`src/rtl/dut_launcher.sv`:
```
// dut_launcher: initiator side of the req/ack program-launch handshake.
// Each start runs NUM_JOBS jobs back to back. Every job preloads a data
// memory window with an LFSR byte pattern, pulses req, and then waits for
// ack while counting cycles.
// Optional watchdog: define DUT_LAUNCHER_TIMEOUT_EN to abort a job whose WAIT
// count reaches TIMEOUT without an ack. With the macro undefined, WAIT has no
// limit, ERR is unreachable and timeout stays 0.
module dut_launcher #(
  parameter int         NUM_JOBS   = 3,
  parameter logic [7:0] LOAD_BASE  = 8'h00,
  parameter int         LOAD_LEN   = 64,
  parameter int         REQ_CYCLES = 2,
  parameter int         TIMEOUT    = 4095,
  parameter int         CNT_W      = 12,
  parameter logic [7:0] SEED       = 8'hA5
) (
  input  logic             clk,
  input  logic             init,
  input  logic             start,
  input  logic             ack,
  output logic             req,
  output logic             mem_wen,
  output logic [7:0]       mem_addr,
  output logic [7:0]       mem_in,
  output logic             busy,
  output logic             done,
  output logic             timeout,
  output logic [3:0]       job_idx,
  output logic [CNT_W-1:0] last_cycles
);

`ifdef DUT_LAUNCHER_TIMEOUT_EN
  localparam bit WDOG_EN = 1'b1;
`else
  localparam bit WDOG_EN = 1'b0;
`endif

  typedef enum logic [2:0] {
    IDLE,
    LOAD,
    REQ,
    WAIT,
    DONE,
    ERR
  } state_t;

  // A zero-length window skips LOAD entirely.
  localparam bit               LEN_ZERO  = (LOAD_LEN == 0);
  localparam logic [8:0]       LOAD_END  = 9'(LOAD_LEN);
  localparam logic [15:0]      REQ_LAST  = 16'(REQ_CYCLES);
  localparam logic [3:0]       LAST_JOB  = 4'(NUM_JOBS - 1);
  localparam logic [CNT_W-1:0] CNT_MAX   = '1;
  // A TIMEOUT the saturating counter can never reach disables the abort.
  localparam bit               TO_REACH  = (TIMEOUT >= 1) &&
                                           (longint'(TIMEOUT) <= ((longint'(1) << CNT_W) - 1));
  localparam logic [CNT_W-1:0] TO_VAL    = CNT_W'(TIMEOUT);

  state_t           state;
  logic [7:0]       lfsr;
  logic [8:0]       byte_cnt;
  logic [15:0]      req_cnt;
  logic [CNT_W-1:0] wait_cnt;
  logic             wdog_hit;

  function automatic logic [7:0] lfsr_next(input logic [7:0] v);
    return {v[6:0], v[7] ^ v[5] ^ v[4] ^ v[3]};
  endfunction

  // Watchdog fires when the WAIT count sits at TIMEOUT; ack still has priority.
  always_comb begin
    wdog_hit = WDOG_EN && TO_REACH && (wait_cnt == TO_VAL);
  end

  // Launcher sequencer: state, counters, LFSR and every registered output.
  always_ff @(posedge clk or posedge init) begin
    if (init) begin
      state       <= IDLE;
      lfsr        <= SEED;
      byte_cnt    <= '0;
      req_cnt     <= '0;
      wait_cnt    <= '0;
      req         <= 1'b0;
      mem_wen     <= 1'b0;
      mem_addr    <= '0;
      mem_in      <= '0;
      busy        <= 1'b0;
      done        <= 1'b0;
      timeout     <= 1'b0;
      job_idx     <= '0;
      last_cycles <= '0;
    end else begin
      case (state)
        IDLE, DONE, ERR: begin
          if (start) begin
            done    <= 1'b0;
            timeout <= 1'b0;
            job_idx <= '0;
            busy    <= 1'b1;
            if (LEN_ZERO) begin
              state   <= REQ;
              lfsr    <= SEED;
              req     <= 1'b1;
              req_cnt <= 16'd1;
            end else begin
              state    <= LOAD;
              mem_wen  <= 1'b1;
              mem_addr <= LOAD_BASE;
              mem_in   <= SEED;
              lfsr     <= lfsr_next(SEED);
              byte_cnt <= 9'd1;
            end
          end
        end

        LOAD: begin
          if (byte_cnt == LOAD_END) begin
            state    <= REQ;
            mem_wen  <= 1'b0;
            mem_addr <= '0;
            mem_in   <= '0;
            req      <= 1'b1;
            req_cnt  <= 16'd1;
          end else begin
            mem_addr <= LOAD_BASE + byte_cnt[7:0];
            mem_in   <= lfsr;
            lfsr     <= lfsr_next(lfsr);
            byte_cnt <= byte_cnt + 9'd1;
          end
        end

        REQ: begin
          if (req_cnt >= REQ_LAST) begin
            state    <= WAIT;
            req      <= 1'b0;
            wait_cnt <= CNT_W'(1);
          end else begin
            req_cnt <= req_cnt + 16'd1;
          end
        end

        WAIT: begin
          if (ack) begin
            last_cycles <= wait_cnt;
            if (job_idx == LAST_JOB) begin
              state <= DONE;
              busy  <= 1'b0;
              done  <= 1'b1;
            end else begin
              job_idx <= job_idx + 4'd1;
              if (LEN_ZERO) begin
                state   <= REQ;
                req     <= 1'b1;
                req_cnt <= 16'd1;
              end else begin
                state    <= LOAD;
                mem_wen  <= 1'b1;
                mem_addr <= LOAD_BASE;
                mem_in   <= lfsr;
                lfsr     <= lfsr_next(lfsr);
                byte_cnt <= 9'd1;
              end
            end
          end else if (wdog_hit) begin
            state   <= ERR;
            busy    <= 1'b0;
            timeout <= 1'b1;
          end else if (wait_cnt != CNT_MAX) begin
            wait_cnt <= wait_cnt + CNT_W'(1);
          end
        end

        default: begin
          state <= IDLE;
        end
      endcase
    end
  end

endmodule

```
`config.mk`:
```
export PLATFORM = sky130hd
export DESIGN_NAME = dut_launcher
export DESIGN_NICKNAME = d
export VERILOG_FILES = /design/src/rtl/dut_launcher.sv
export SDC_FILE = /design/constraint.sdc
export NUM_CORES = 1
export LEC_CHECK = 0
export ABC_AREA = 1
export CAP_MARGIN = 20
export CELL_PAD_IN_SITES_DETAIL_PLACEMENT = 2
export CELL_PAD_IN_SITES_GLOBAL_PLACEMENT = 2
export CORE_UTILIZATION = 34
export DETAILED_ROUTE_END_ITERATION = 10
export PLACE_DENSITY = 0.89
export SETUP_SLACK_MARGIN = 0.1
export SLEW_MARGIN = 20
export SYNTH_ARGS = -nofsm -noshare
export SYNTH_HDL_FRONTEND = slang
export SYNTH_SLANG_ARGS = --single-unit
```
`constraint.sdc`:
```
create_clock -name clk -period 4.1 [get_ports clk]
set_clock_uncertainty 0.15 [all_clocks]
set_input_delay 0.82 -clock clk [delete_from_list [all_inputs] [get_ports clk]]
set_output_delay 0.82 -clock clk [all_outputs]
set_load 0.05 [all_outputs]
```
---- Word level (Yosys, flattened, before mapping) ----
Cells that the tools add are included.
operators by class
  add/sub/neg operators ................... 4
  muxes and demuxes ....................... 52
  div/mod/pow operators ................... 0
  reduce and logical (&&, ||, !) cells .... 16
  $lt $le $gt $ge ......................... 1
  eq/ne operators ......................... 18
  bitwise logic cells ..................... 3
  multipliers ............................. 0
  shift operators ......................... 0
operators by type and width
  cell                                                   count
  two-way mux 8 bit                                      12
  case mux 8 bit (3 select lines)                        3
  two-way mux 12 bit                                     3
  two-way mux 9 bit                                      4
  two-way mux 16 bit                                     2
  case mux 16 bit (2 select lines)                       1
  case mux 9 bit (3 select lines)                        1
  case mux 12 bit (2 select lines)                       1
  != test 2 bit (second input constant)                  10
  AND reduction 4 bit                                    5
  adder 16 x 1 -> 16 bit (second input constant)         1
  >= comparator 16 x 2 -> 1 bit (second input constant)  1
  two-way mux 3 bit                                      5
  adder 12 x 1 -> 12 bit (second input constant)         1
  two-way mux 4 bit                                      3
  != test 12 bit (second input constant)                 1
  case mux 3 bit (4 select lines)                        1
  two-way mux 1 bit                                      11
  AND reduction 5 bit                                    2
  adder 9 x 1 -> 9 bit (second input constant)           1
  equality test 9 x 7 -> 1 bit (second input constant)   1
  case mux 4 bit (2 select lines)                        1
  equality test 3 x 2 -> 1 bit (second input constant)   2
  equality test 3 bit (second input constant)            2
  12 further kinds                                       19
storage, ports and cells
  output and inout port bits .............. 37
  flip-flop bits (word level) ............. 84
  ROM bits ................................ 0
  logic and storage cells ................. 107
  bits of input ports ..................... 4
  memories kept ........................... 0
  bits in latches ......................... 0
  memory bits (writable) .................. 0

---- Logic depth before layout (Yosys ltp) ----
Gate-level depths: netlist of the first run.
  depth in word-level cells ............... 6
  gate-level depth with buffers ........... 11
  mapped depth without buffers ............ 10

---- Worst setup path before layout of the first run ----
No wires, ideal clock.
  path kind ............................... flip-flop to flip-flop
  from .................................... register job_idx[0]
  to ...................................... register mem_addr[1]
  arrival time ............................ 1.672 ns
  period minus slack after synthesis ...... 1.952 ns
  data required time ...................... 3.820 ns
  buffers on the path ..................... 1
  stages on the path, launching flop included .. 10
  slack ................................... 2.148 ns
  library setup time ...................... 0.130 ns
  path through ............................ dfrtp_1 -> inv_1 -> ha_1 -> nand3_1 -> a21oi_1 -> nor2_4 -> inv_2 -> buf_6 -> nand2_1 -> o21ai_1
on the way
  cells in the longest elaborated chain, start to end .. 3
ends and longest elaborated chain
  item                           RTL line  RTL
  start: declaration             28        output logic [3:0] job_idx,
  start signal: assignment       149       job_idx <= job_idx + 4'd1;
  equality test 4 x 2 -> 1 bit   144       if (job_idx == LAST_JOB) begin
  != test 2 bit (no line)        n/a
  AND reduction 4 bit (no line)  n/a
  end signal: assignment         124       mem_addr <= LOAD_BASE + byte_cnt[7:0];
  end: declaration               23        output logic [7:0] mem_addr,
No other way between the ends.
A chain may end at the register's enable or synchronous reset.

---- Worst setup path after layout of the first run ----
  from .................................... register state[2]
  to ...................................... register wait_cnt[7]
on the way
  cells in the longest elaborated chain, start to end .. 3
  elaborated cells on any way between the ends .. 8
  classes of those cells .................. eq/ne (5); mux (1); reduce/logical (2)
ends and longest elaborated chain
  item                                                           RTL line  RTL
  start: declaration                                             58        state_t state;
  start signal: assignment                                       77        state <= IDLE;
  start signal: assignment                                       100       state <= REQ;
  start signal: assignment                                       105       state <= LOAD;
  equality test 3 x 2 -> 1 bit                                   92        case (state)
  != test 2 bit (no line) or nonzero test 2 bit (tied branches)  n/a
  AND reduction 4 bit (no line)                                  n/a
  end signal: assignment                                         168       wait_cnt <= wait_cnt + CNT_W'(1);
  end: declaration                                               62        logic [CNT_W-1:0] wait_cnt;
Parallel ways exist; a longest one is shown, timed or not.

==> impl_metrics.env, run 1 <==
export IMPL_cp_depth=9
export IMPL_startpoint="state[2]"
export IMPL_hold_class="reg -> reg"
export IMPL_post_route_min_period_ns=2.62
export IMPL_wl_per_cell_um=18.0
export IMPL_synth_cells=495
export IMPL_hold_violations=0
export IMPL_die_w_um=111
export IMPL_clock_latency_ns=0.35
export IMPL_critPathTopFamily="simple AND/OR/NAND/NOR gates"
export IMPL_final_nets=545
export IMPL_synth_compound_area_share_pct=6.59
export IMPL_seq_area_frac_synth_pct=52.4
export IMPL_cts_resized_gates=0
export IMPL_finalWirelength_um=12300
export IMPL_yosysTopAreaCellShare_pct=49.8
export IMPL_drc=0
export IMPL_yosysUniqueCellTypes=31
export IMPL_syn_nets=506
export IMPL_yosysTopAreaCell="dfrtp_1"
export IMPL_start_util_pct=35.1
export IMPL_cts_buffers=9
export IMPL_pwr_density_cell_nw_per_um2=695
export IMPL_path_buf_inv=2
export IMPL_ctsHoldBuffers=0
export IMPL_end_kind="flip-flop"
export IMPL_coreArea_um2=11500
export IMPL_leakage_nw=2.40
export IMPL_ys_async_sr_fraction_pct=100
export IMPL_netlist_area_um2=4020
export IMPL_rsz0062_at_grt="no"
export IMPL_cts_htree_levels=3
export IMPL_tritoncts="yes"
export IMPL_routed_top_layer="met4"
export IMPL_r2r_end="wait_cnt[7]"
export IMPL_setup_tns_ns=0
export IMPL_antenna_found_initial=0
export IMPL_met1_length_um=5610
export IMPL_clock_sinks=84
export IMPL_setup_viol=0
export IMPL_utilization_pct=42.1
export IMPL_ys_flop_type="dfrtp_1"
export IMPL_via_per_inst=5.07
export IMPL_maxSlewViolCount=0
export IMPL_synth_common_cells="nand2_1, dfrtp_1, inv_1"
export IMPL_area_growth_pct=19.9
export IMPL_routabilityCongestion=0.792
export IMPL_synth_fa_ha_area_share_pct=2.18
export IMPL_dieArea_um2=12300
export IMPL_root_buffer="clkbuf_16"
export IMPL_slew_headroom_pct=53.0
export IMPL_muxShareOfSynthArea_pct=0.560
export IMPL_clockBufferDepth=2
export IMPL_slowest_delay_ns=0.55
export IMPL_drive_gt1_share_pct=7.43
export IMPL_cp_arrival_ns=2.73
export IMPL_syn_avg_cell_area_um2=8.13
export IMPL_path_class="reg -> reg"
export IMPL_crit_path_cell_trace="inv_2, nand2_4, nor2_4, nand2_1, nand2_1, inv_1, nand3_2, nand2_1, o21ai_0"
export IMPL_status="finished clean"
export IMPL_dr_wl_met3_um=203
export IMPL_grt_pass1_wl_um=20600
export IMPL_ir_drop_uv=389
export IMPL_fp_dieH_um=111
export IMPL_grt_max_degree=49
export IMPL_n_fill_cell=1284
export IMPL_grt_pass1_vias=3904
export IMPL_finalCritPeriodShare_pct=64.0
export IMPL_grt_ovfl_total=0
export IMPL_synth_yosys_warnings=0
export IMPL_crit_slowest_cell="nand2_1"
export IMPL_ys_ff_latch=84
export IMPL_critPathRequiredTime_ns=4.20
export IMPL_synthSimpleGateAreaFrac_pct=29.5
export IMPL_start_kind="flip-flop"
export IMPL_synth_top_family_by_area="simple AND/OR/NAND/NOR gates"
export IMPL_post_cts_buffers=0
export IMPL_grt_use_total_pct=21.5
export IMPL_worst_slew_pin_slew_ns=0.704
export IMPL_fmax_mhz=381
export IMPL_crit_path_frequent_cell="nand2_1"
export IMPL_hpwl_um=8220
export IMPL_insertedDiodeCount=0
export IMPL_endpoint="wait_cnt[7]"
export IMPL_crit_fanout=24
export IMPL_vias=3452
export IMPL_yosysMostFrequentCell="nand2_1"
export IMPL_rows=39
export IMPL_synth_edf_count=0
export IMPL_io_pins=41
export IMPL_worst_r2r_cell_count=9
export IMPL_maxCapViolCount=0
export IMPL_wl_met2_um=6150
export IMPL_drt_initial_drc_count=122
export IMPL_synthTopCellsByArea="dfrtp_1, nand2_1, nand3_1, inv_1, o21ai_0"
export IMPL_r2r_slack_ns=1.48
export IMPL_synth_xor_area_share_pct=1.31
export IMPL_r2r_start="state[2]"
export IMPL_drtAntennaViolNets=0
export IMPL_path_clk_slew_ns=0.06
export IMPL_port_buffers=39
export IMPL_drt_pass1_iter_count=4
cells by family after synthesis:
family | after synthesis
and+or+nand+nor | 274
DFF | 84
buffers and inverters | 71
AOI/OAI and AO/OA | 50
adders and majority gates | 7
xor gates and xnor gates | 6
muxes | 2
other | 1
how the worst min path moves through the flow:
stage,from,to,slack (ns),depth (start not counted)
finish,req_cnt[7],req_cnt[7],0.32,2
global route,req_cnt[7],req_cnt[7],0.34,2
floorplan,req_cnt[11],req_cnt[11],0.29,2
detailed placement,req_cnt[7],req_cnt[7],0.31,2
global placement,req_cnt[9],req_cnt[9],0.30,2
CTS,req_cnt[7],req_cnt[7],0.32,2
flip-flops by register name, indices dropped and copies added, names as in the netlist:
signal / flops
busy: 1
byte_cnt: 9
done: 1
job_idx: 4
last_cycles: 12
lfsr: 8
mem_addr: 8
mem_in: 8
mem_wen: 1
req: 1
req_cnt: 16
state: 3
wait_cnt: 12
routing by layer:
layer,GRT usage (%),vias to the layer above
li1,-,1639
met1,26.9,1746
met2,36.3,46
met3,3.17,21
met4,10.2,0
met5,0,-
layout by cell type, fill, tap and decap left out, types with 4 or more instances in the layout:
master           instances
nand2_1                166
dfrtp_1                 80
inv_1                   52
nand3_1                 42
clkdlybuf4s50_1         39
nor2_1                  38
o21ai_0                 38
nand4_1                  9
clkbuf_16                9
ha_1                     7
inv_2                    6
o21ai_1                  5
nand3b_1                 4
dfstp_2                  4
stage by stage:
| step | hold WS [ns] | worst slack (ns) | cells | total power [mW] | cell area (µm²) |
|---|---|---|---|---|---|
| floorplan | 0.287 | 0.971 | 495 | 2.10 | 4020 |
| finish | 0.317 | 1.48 | 681 | 3.35 | 4820 |
| detailed placement | 0.308 | 1.16 | 666 | 2.52 | 4540 |
| CTS | 0.323 | 1.45 | 681 | 3.39 | 4820 |
| global route | 0.339 | 1.25 | 681 | 3.55 | 4820 |
| global placement | 0.299 | 1.31 | 666 | 2.41 | 4540 |
area by class of cell:
| class | instances | area [µm²] | share of cell area (%) |
|---|---|---|---|
| sequential | 84 | 2110 | 43.7 |
| multi-input combinational | 340 | 1620 | 33.6 |
| timing repair buffer | 40 | 410 | 8.51 |
| clock buffer | 13 | 250 | 5.19 |
| inverter | 59 | 223 | 4.62 |
| tap | 143 | 179 | 3.71 |
| clock inverter | 2 | 35.0 | 0.726 |
worst reg2reg max path, delay by kind of cell, from the launching register on:
family / cells / cell delay, ns
buffers and inverters: 2 / 0.16
and+or+nand+nor: 6 / 1.70
AOI/OAI and AO/OA: 1 / 0.11
DFF: 1 / 0.41
where the power goes:
group | leakage (nW) | internal, mW | switching [mW]
clock network | 0.140 | 0.485 | 0.329
registers | 1.11 | 0.997 | 0.143
logic | 1.15 | 0.376 | 1.02
total | 2.40 | 1.86 | 1.50
(Power assumes the default switching activity.)
==> run 2: changes to the inputs <==
Settings changed: CORE_UTILIZATION 34 to 30, PLACE_DENSITY 0.89 to 0.83.
Clock period 4.1 ns to 2.4 ns, I/O delays scaled along.
==> run 2 against run 1 <==
  * Combinational power rose by 71%
  * Worst setup slack got worse by 1.3 ns
  * Sequential share of layout area fell by 0.94 points
  * Critical path type is now reg -> out
  * Core utilization fell by 3.6 points
  * Power rose by 69%
==> impl_metrics.env, run 2 (synthesis gave the netlist of run 1 again) <==
export IMPL_drive_gt1_share_pct=9.32
export IMPL_io_pins=41
export IMPL_clockBufferDepth=2
export IMPL_switching_share_pct=45.0
export IMPL_ir_drop_uv=448
export IMPL_setup_tns_ns=0
export IMPL_p_int_mw=3.11
export IMPL_clock_sinks=84
export IMPL_rsz0062_at_grt="no"
export IMPL_wl_met2_um=5900
export IMPL_p_seq_share_pct=34.2
export IMPL_ctsHoldBuffers=0
export IMPL_clock_power_share_pct=23.4
export IMPL_utilization_pct=38.4
export IMPL_hold_end="req_cnt[12]"
export IMPL_die_w_um=118
export IMPL_insertedDiodeCount=0
export IMPL_path_buf_inv=1
export IMPL_drt_pass1_iter_count=4
export IMPL_fp_dieH_um=118
export IMPL_p_comb_share_pct=42.4
export IMPL_path_clk_slew_ns=0.06
export IMPL_cts_resized_gates=0
export IMPL_routed_top_layer="met4"
export IMPL_start_util_pct=31.4
export IMPL_dieArea_um2=13900
export IMPL_maxSlewViolCount=0
export IMPL_worst_slew_pin_slew_ns=0.633
export IMPL_worst_r2r_cell_count=6
export IMPL_drt_initial_drc_count=116
export IMPL_regMostFlops="req_cnt"
export IMPL_end_kind="output pin"
export IMPL_coreArea_um2=12800
export IMPL_fmax_mhz=450
export IMPL_cp_arrival_ns=1.59
export IMPL_grt_ovfl_total=0
export IMPL_wl_per_cell_um=16.0
export IMPL_path_class="reg -> out"
export IMPL_port_buffers=39
export IMPL_switchingPower_mw=2.55
export IMPL_maxCapViolCount=0
export IMPL_vias=3502
export IMPL_grt_use_total_pct=18.1
export IMPL_r2r_end="wait_cnt[11]"
export IMPL_setup_viol=0
export IMPL_final_cell_mix="nand2_1, dfrtp_1, inv_1, nand3_1, clkdlybuf4s50_1"
export IMPL_leakage_nw=2.43
export IMPL_root_buffer="clkbuf_16"
export IMPL_hold_depth=2
export IMPL_pwr_density_cell_nw_per_um2=1150
export IMPL_grt_pass1_vias=3959
export IMPL_crit_path_cell_trace="clkdlybuf4s50_1"
export IMPL_final_nets=553
export IMPL_crit_slowest_cell="clkdlybuf4s50_1"
export IMPL_hold_violations=0
export IMPL_final_common_cell="nand2_1"
export IMPL_hpwl_um=8320
export IMPL_antenna_found_initial=0
export IMPL_largest_reg_flops=16
export IMPL_clock_latency_ns=0.34
export IMPL_hold_class="reg -> reg"
export IMPL_crit_fanout=5
export IMPL_via_per_inst=4.87
export IMPL_hold_ws_ns=0.317
export IMPL_slowest_delay_ns=0.83
export IMPL_finalCritPeriodShare_pct=92.5
export IMPL_area_growth_pct=22.6
export IMPL_met1_length_um=5120
export IMPL_slew_headroom_pct=57.4
export IMPL_finalWirelength_um=11500
export IMPL_status="finished clean"
export IMPL_post_cts_buffers=0
export IMPL_dr_wl_met3_um=251
export IMPL_critPathRequiredTime_ns=1.77
export IMPL_tritoncts="yes"
export IMPL_routabilityCongestion=0.755
export IMPL_r2r_slack_ns=0.29
export IMPL_start_kind="flip-flop"
export IMPL_grt_pass1_wl_um=20000
export IMPL_top_regs="req_cnt (16), last_cycles (12), wait_cnt (12)"
export IMPL_cts_htree_levels=3
export IMPL_post_route_min_period_ns=2.22
export IMPL_worstHoldStart="req_cnt[12]"
export IMPL_drtAntennaViolNets=0
export IMPL_grt_max_degree=45
export IMPL_drc=0
export IMPL_r2r_start="wait_cnt[0]"
export IMPL_cts_buffers=9
export IMPL_rows=41
export IMPL_critPathTopFamily="buffers and inverters"
==> run 2: cell types whose count changed in the layout (fill, tap and decap cells not counted), sizes merged <==
cell | before | now
clkbuf | 13 | 11
buf | 1 | 9
bufinv | 1 | 0
clkinvlp | 0 | 3
clkinv | 2 | 3
==> run 2: final cells by class <==
class                      count  area [µm²]
sequential                    84        2110
multi-input combinational    340        1620
clock inverter                 5        37.5
inverter                      59         225
timing repair buffer          48         483
tap                          172         215
fill                        1445        7890
clock buffer                  11         243
==> run 2: per-stage QoR <==
step | std cells | total power, mW | worst slack (ns) | instance area (µm²)
after floorplan | 495 | 3.60 | 0.448 | 4030
after global placement | 703 | 4.20 | 0.277 | 4650
after detailed placement | 703 | 4.35 | 0.147 | 4650
after CTS | 719 | 5.74 | 0.168 | 4930
after global routing | 719 | 6.01 | 0.105 | 4930
final | 719 | 5.66 | 0.179 | 4930
==> run 2: power by group through the flow <==
| stage | registers (mW) | logic, mW | clock network (mW) |
|---|---|---|---|
| finish | 1.94 | 2.40 | 1.32 |
| global route | 1.97 | 2.63 | 1.41 |
| CTS | 1.94 | 2.44 | 1.36 |
| detailed placement | 1.95 | 2.39 | 0 |
| global placement | 1.94 | 2.27 | 0 |
| floorplan | 2.31 | 1.28 | 0 |
==> run 2: how the worst max path moves through the flow <==
stage,startpoint,to,slack [ns],depth (start not counted)
3_3_place_gp,ack,mem_in[7],0.28,8
5_1_grt,state[1],wait_cnt[11],0.11,7
3_5_place_dp,ack,mem_addr[5],0.15,8
2_1_floorplan,job_idx[0],mem_addr[1],0.45,9
6_report,job_idx[1],job_idx[1],0.18,1
4_1_cts,job_idx[1],job_idx[1],0.17,1
==> run 2: tightest hold or removal path, delay by kind of cell, from the launching register on <==
family / cells / cell delay [ns]
flops: 1 / 0.34
buf+inv: 1 / 0.04
simple gates: 1 / 0.05
==> run 2: per-layer routing <==
layer	up-vias	track usage [%]
li1	1664	-
met1	1781	22.9
met2	40	30.9
met3	17	2.03
met4	0	8.01
met5	-	0
